[config.mk]
export PLATFORM = sky130hd
export DESIGN_NAME = axis_packet_arbiter
export DESIGN_NICKNAME = d
export VERILOG_FILES = /design/src/rtl/axis_packet_arbiter.sv
export SDC_FILE = /design/constraint.sdc
export NUM_CORES = 1
export LEC_CHECK = 0
export ABC_AREA = 1
export BUFFER_PORTS_ARGS = -buffer_cell sky130_fd_sc_hd__buf_4
export CAP_MARGIN = 20
export CORE_MARGIN = 8
export CORE_UTILIZATION = 50
export DETAILED_ROUTE_END_ITERATION = 16
export HOLD_SLACK_MARGIN = 0.1
export PLACE_DENSITY = 0.76
export SLEW_MARGIN = 5
export SYNTH_ARGS = -nofsm -noshare
export SYNTH_HDL_FRONTEND = slang
export SYNTH_SLANG_ARGS = --single-unit
[constraint.sdc]
create_clock -name clk -period 2.3 [get_ports clk]
set_clock_uncertainty 0.15 [all_clocks]
set_input_delay 0.345 -clock clk [delete_from_list [all_inputs] [get_ports clk]]
set_output_delay 0.345 -clock clk [all_outputs]
set_load 0.02 [all_outputs]
[src/rtl/axis_packet_arbiter.sv]
// Packet-atomic round-robin arbiter. It merges N_CH first-word-fall-through
// event FIFOs onto one AXI-Stream master. Each grant carries exactly one
// packet of psize beats with TLAST on the final beat. A stalled channel
// has its packet padded to full length with PAD_WORD once the stall timeout
// expires.
module axis_packet_arbiter #(
    parameter int                N_CH     = 2,
    parameter int                DATA_W   = 64,
    parameter logic [DATA_W-1:0] PAD_WORD = {DATA_W{1'b1}}
) (
    input  logic                   clk,
    input  logic                   rstn_i,
    input  logic                   enable,
    input  logic [31:0]            packet_size,
    input  logic [31:0]            timeout_cycles,
    input  logic [N_CH*DATA_W-1:0] ch_tdata,
    input  logic [N_CH-1:0]        ch_tvalid,
    output logic [N_CH-1:0]        ch_tready,
    output logic [DATA_W-1:0]      m_tdata,
    output logic                   m_tvalid,
    input  logic                   m_tready,
    output logic                   m_tlast,
    output logic [DATA_W/8-1:0]    m_tkeep,
    output logic [3:0]             m_tuser,
    output logic                   busy,
    output logic [31:0]            pkt_count,
    output logic [31:0]            pad_count
);

    localparam int GW = (N_CH > 1) ? $clog2(N_CH) : 1;

    typedef enum logic [1:0] {IDLE, SEND, PAD} state_t;

    state_t          state_q;
    logic [GW-1:0]   grant_q;
    logic [GW-1:0]   last_grant_q;
    logic [31:0]     psize_q;
    logic [31:0]     beat_cnt_q;
    logic [31:0]     stall_cnt_q;
    logic [31:0]     pkt_count_q;
    logic [31:0]     pad_count_q;

    logic [DATA_W-1:0] ch_words [N_CH];
    logic              hi_found, lo_found, req_found;
    logic [GW-1:0]     hi_idx, lo_idx, req_idx;
    logic              beat_last;
    logic              grant_valid;

    // Split the flat channel bus into one word per channel and drive the
    // per-channel read strobes (only the granted channel, only while sending).
    for (genvar gi = 0; gi < N_CH; gi++) begin : g_ch
        assign ch_words[gi]  = ch_tdata[gi*DATA_W +: DATA_W];
        assign ch_tready[gi] = (state_q == SEND) && (grant_q == GW'(gi)) && m_tready;
    end

    assign grant_valid = ch_tvalid[grant_q];
    assign beat_last   = (beat_cnt_q == psize_q - 32'd1);

    // Round-robin pick: lowest requester above last_grant, else lowest at or below it.
    always_comb begin
        hi_found = 1'b0;
        hi_idx   = '0;
        lo_found = 1'b0;
        lo_idx   = '0;
        for (int k = N_CH - 1; k >= 0; k--) begin
            if (ch_tvalid[k]) begin
                if (GW'(k) > last_grant_q) begin
                    hi_found = 1'b1;
                    hi_idx   = GW'(k);
                end else begin
                    lo_found = 1'b1;
                    lo_idx   = GW'(k);
                end
            end
        end
        req_found = hi_found | lo_found;
        req_idx   = hi_found ? hi_idx : lo_idx;
    end

    // Packet FSM: grant, pass words through, pad on stall timeout, count completions.
    always_ff @(posedge clk or negedge rstn_i) begin
        if (!rstn_i) begin
            state_q      <= IDLE;
            grant_q      <= '0;
            last_grant_q <= GW'(N_CH - 1);
            psize_q      <= '0;
            beat_cnt_q   <= '0;
            stall_cnt_q  <= '0;
            pkt_count_q  <= '0;
            pad_count_q  <= '0;
        end else begin
            case (state_q)
                IDLE: begin
                    if (enable && req_found) begin
                        grant_q     <= req_idx;
                        psize_q     <= (packet_size == 32'd0) ? 32'd1 : packet_size;
                        beat_cnt_q  <= '0;
                        stall_cnt_q <= '0;
                        state_q     <= SEND;
                    end
                end
                SEND: begin
                    if (grant_valid && m_tready) begin
                        beat_cnt_q <= beat_cnt_q + 32'd1;
                        if (beat_last) begin
                            pkt_count_q  <= pkt_count_q + 32'd1;
                            last_grant_q <= grant_q;
                            state_q      <= IDLE;
                        end
                    end
                    // A stall cannot coincide with a beat, so the PAD move never races completion.
                    if (grant_valid) begin
                        stall_cnt_q <= '0;
                    end else begin
                        stall_cnt_q <= stall_cnt_q + 32'd1;
                        if ((timeout_cycles != 32'd0) &&
                            (stall_cnt_q == timeout_cycles - 32'd1)) begin
                            state_q <= PAD;
                        end
                    end
                end
                PAD: begin
                    if (m_tready) begin
                        beat_cnt_q  <= beat_cnt_q + 32'd1;
                        pad_count_q <= pad_count_q + 32'd1;
                        if (beat_last) begin
                            pkt_count_q  <= pkt_count_q + 32'd1;
                            last_grant_q <= grant_q;
                            state_q      <= IDLE;
                        end
                    end
                end
                default: state_q <= IDLE;
            endcase
        end
    end

    // Stream outputs: FWFT passthrough in SEND, constant fill in PAD, quiet in IDLE.
    always_comb begin
        m_tdata  = '0;
        m_tvalid = 1'b0;
        m_tlast  = 1'b0;
        m_tuser  = 4'd0;
        case (state_q)
            SEND: begin
                m_tdata  = ch_words[grant_q];
                m_tvalid = grant_valid;
                m_tlast  = beat_last;
                m_tuser  = {1'b0, 3'(grant_q)};
            end
            PAD: begin
                m_tdata  = PAD_WORD;
                m_tvalid = 1'b1;
                m_tlast  = beat_last;
                m_tuser  = {1'b1, 3'(grant_q)};
            end
            default: ;
        endcase
    end

    assign m_tkeep   = '1;
    assign busy      = (state_q != IDLE);
    assign pkt_count = pkt_count_q;
    assign pad_count = pad_count_q;

endmodule

==> run_results.csv <==
group,metric,value,unit
power_and_ir_drop,sequentialPowerShare,0.228,
setup_path,cp_max_fo,5,
routing,vias,18244,
sta,tightest_slew,0.536,ns
clock_tree,numCtsBuffers,17,
min_path,hold_class,"in2async",
global_route,grt_pass1_wl,93.1,mm
sta,rsz0062_at_grt,"true",
cells_and_area,final_common_cell,"nand2_1",
cells_and_area,n_fill_cell,1655,
synthesis,syn_inst,2137,
status,outcome,"finished, violations left",
clock_tree,clockRootBuffer,"clkbuf_16",
setup_path,crit_end,"m_tlast",
die,io-pin-count,343,
cells_and_area,multi_input_area,9720,sq um
sta,timing.final.ws_setup,-0.741,ns
global_route,track_usage,0.354,
cells_and_area,post-route-util,0.833,
synthesis,synth_top_area_frac,0.300,
clock_tree,cts_sinks,164,
cells_and_area,seqCellArea,4110,sq um
sta,finalMaxSlewViolations,0,
setup_path,worst_setup_path_end_kind,"primary output",
setup_path,r2r-start,"psize_q[0]",
synthesis,synth_top_area_cell,"dfrtp_1",
setup_path,cp_slowest_cell,"dfrtp_1",
place,place_ws,-0.403,ns
synthesis,ys_seq_area_frac,0.302,
synthesis,ys_warn_count,0,
status,violations,"negative setup slack",
sta,max_freq,329,MHz
routing,first_pass_iters,7,
routing,drc,0,
routing,postRouteAntennaNets,0,
synthesis,syn_avg_cell_area,6.36,sq um
power_and_ir_drop,swShare,0.446,
die,fp.dieH,181,um
synthesis,synth-async-reset-ratio,1.00,
power_and_ir_drop,p_int,0.00850,W
synthesis,synthMuxAreaShare,0,
global_route,grt-ovfl-total,0,
global_route,grt_pass1_vias,17786,
die,core.rowCount,60,
setup_path,critical_path_buf_inv_count,2,
power_and_ir_drop,combPwrFrac,0.575,
clock_tree,cts.clk_slew.worst_paths,0.09,ns
die,start_util,0.507,
routing,drt_wl_total,66.4,mm
sta,slew_headroom,0.639,
setup_path,worst-path-stages,13,
sta,setup_violations,125,
synthesis,synth-simple-area-share,0.388,
setup_path,worst_path_dominant_cell_family,"simple AND/OR/NAND/NOR gates",
sta,min_period_over_period,1.32,
clock_tree,ctsHtreeMaxLevel,4,
setup_path,cp.arrival,2.55,ns
setup_path,cp_cell_sequence,"inv_2 -> ha_4 -> nand2_4 -> nor2_4 -> nand2_2 -> o21bai_1 -> nand2_1 -> nor2_1 -> nand2_1 -> nor2_2 -> nand3_4 -> nor2_4 -> buf_6",
clock_tree,insertion_delay,0.44,ns
synthesis,synth_seq_cells,164,
power_and_ir_drop,power.density,687,nW/um^2
power_and_ir_drop,switchingPower,0.00685,W
setup_path,timing.rr.end,"pkt_count[15]",
setup_path,cp-startpoint,"psize_q[0]",
synthesis,synth_top_family_by_area,"simple AND/OR/NAND/NOR gates",
setup_path,cp.required,1.80,ns
synthesis,synthAdderAreaFrac,0.00920,
routing,viasPerCell,5.74,
setup_path,rrSetupSlack,-0.68,ns
die,dieArea,32700,sq um
routing,post_drt_wl_per_cell,20.9,um
sta,fin_crit,3.04,ns
synthesis,synth_compound_area_frac,0.105,
place,portBuffers,332,
cells_and_area,nets,3030,
place,dp_hpwl,43.4,mm
cells_and_area,drive_above_1_share,0.378,
synthesis,synth_area_leaders,"dfrtp_1 (30%), nand2_1 (18%), inv_1 (7.6%), nor2_1 (6.6%), xor2_1 (6.0%)",
setup_path,crit_type,"reg2out",
setup_path,r2r_cells,18,
global_route,grt_max_degree,58,
die,die_x,181,um
run,max-cap-violations,0,
sta,finalHoldViolCount,0,
place,gp_congestion,0.975,
global_route,antenna_found_initial,3,
cells_and_area,synthToLayoutAreaGrowth,64.2,%
clock_tree,cts_tree,"yes",
cells_and_area,final_cell_mix,"nand2_1 (613), buf_4 (550), inv_1 (250), nor2_1 (202), dfrtp_1 (157)",
setup_path,slowest_delay,0.40,ns
synthesis,synthesis.area,13600,sq um
synthesis,synth-xor-area-share,0.0933,
setup_path,crit_path_start_kind,"flip-flop",
power_and_ir_drop,power.leakage,11.1,nW
routing,drt_iter0_drc,1729,
clock_tree,clk_path_buf_depth,2,
synthesis,synth_ff_type,"dfrtp_1",
power_and_ir_drop,ir_drop,717,uV
synthesis,synth-edff-count,0,
power_and_ir_drop,clock_power_share,0.197,
synthesis,synth_cell_types,46,
die,core_area,26800,sq um
cells by family (layout without fill, tap and decap cells):
| group | Yosys count | after routing |
|---|---|---|
| other | 2 | 14 |
| AND/OR/NAND/NOR | 1210 | 1211 |
| flip-flops | 164 | 164 |
| AO/OA/AOI/OAI | 260 | 260 |
| XOR/XNOR | 144 | 144 |
| buffers and inverters | 347 | 1036 |
| adder cells (fa/ha/maj) | 10 | 10 |
synthesized netlist by cell type, types with 2 or more instances:
master / number
nor2_1: 239
nor2_8: 3
conb_1: 2
o31ai_1: 12
nand2_4: 2
xnor2_1: 50
buf_4: 10
inv_2: 6
nor3b_1: 5
nand3b_1: 12
buf_1: 3
nor2_2: 19
and2_1: 2
clkbuf_1: 47
o21ai_0: 112
or2_2: 2
nor4_1: 31
nand2_1: 659
dfrtp_1: 163
a21oi_1: 100
o21bai_1: 5
buf_6: 6
nor3_1: 76
nor2_4: 5
xor2_1: 93
ha_1: 10
nor3_2: 3
inv_1: 274
o21ai_1: 7
nand2_2: 11
nand3_1: 93
nand4_1: 39
o21a_1: 2
nand3_2: 5
o21ai_2: 18
sequential cells by signal, indices dropped and copies added, names as in the netlist:
| signal | count |
|---|---|
| pad_count | 32 |
| psize_q | 32 |
| stall_cnt_q | 32 |
| pkt_count | 32 |
| grant_q | 1 |
| state_q | 2 |
| beat_cnt_q | 32 |
| last_grant_q | 1 |
per-stage QoR:
step | cells | total power, W | TNS (ns) | hold WS (ns) | area, sq um
3_5_place_dp | 3017 | 0.0102 | -13.56 | 0.116 | 18400
3_3_place_gp | 3017 | 0.0102 | -10.50 | 0.115 | 18400
6_report | 3180 | 0.0153 | -43.00 | 0.203 | 22300
2_1_floorplan | 2145 | 0.00719 | -0.226 | -0.101 | 13700
4_1_cts | 3138 | 0.0142 | -28.75 | 0.216 | 21000
5_1_grt | 3179 | 0.0160 | -52.67 | 0.223 | 22300
routing by layer:
metal  vias up  global-route usage  part of all wire  wire, um
met4         0               0.208             0.085      5620
met2      1218               0.622              0.47     31300
met3       368              0.0754             0.096      6340
met1      8538               0.389              0.35     23100
li1       8120                   -                 -         -
met5         -                   0                 0         0
worst min path at each step:
stage,end,slack (ns),cells after the start
6_report,beat_cnt_q[11],0.20,2
5_1_grt,beat_cnt_q[11],0.22,2
4_1_cts,beat_cnt_q[8],0.22,2
3_5_place_dp,beat_cnt_q[8],0.12,1
3_3_place_gp,beat_cnt_q[11],0.11,1
2_1_floorplan,beat_cnt_q[0],-0.10,0
worst register-to-register path: cells and delay by family, from the launching register on:
family / cells / cell delay, ns
AOI/OAI and AO/OA: 1 / 0.13
xor gates and xnor gates: 1 / 0.16
adders and majority gates: 1 / 0.21
buffers and inverters: 4 / 0.53
DFF: 1 / 0.40
and+or+nand+nor: 11 / 1.33
timing repair:
item | 4_1_cts | 5_1_grt
endpoints found under the hold margin | 163 | 0
cloned | 11 | 2
endpoints found under the setup margin | 126 | 162
pin swaps | 77 | 110
resized for setup | 342 | 254
hold buffers | 34 | 0
setup buffers | 45 | 52
power by group through the flow:
stage	Sequential [W]	Combinational, W	Clock (W)
final	0.00350	0.00883	0.00302
after global routing	0.00352	0.00934	0.00312
after CTS	0.00346	0.00771	0.00297
after detailed placement	0.00350	0.00673	0
after global placement	0.00350	0.00667	0
after floorplan	0.00345	0.00375	0
layout make-up:
class | instances | area share
multi-input cells | 1635 | 0.435
repair buffers | 724 | 0.285
flip-flops and latches | 164 | 0.184
inverters | 280 | 0.0490
clock buffers | 19 | 0.0198
well taps | 341 | 0.0191
clock inverters | 13 | 0.00689
diodes | 4 | 0.000448
Note: power is estimated with default switching activity, not from simulation.
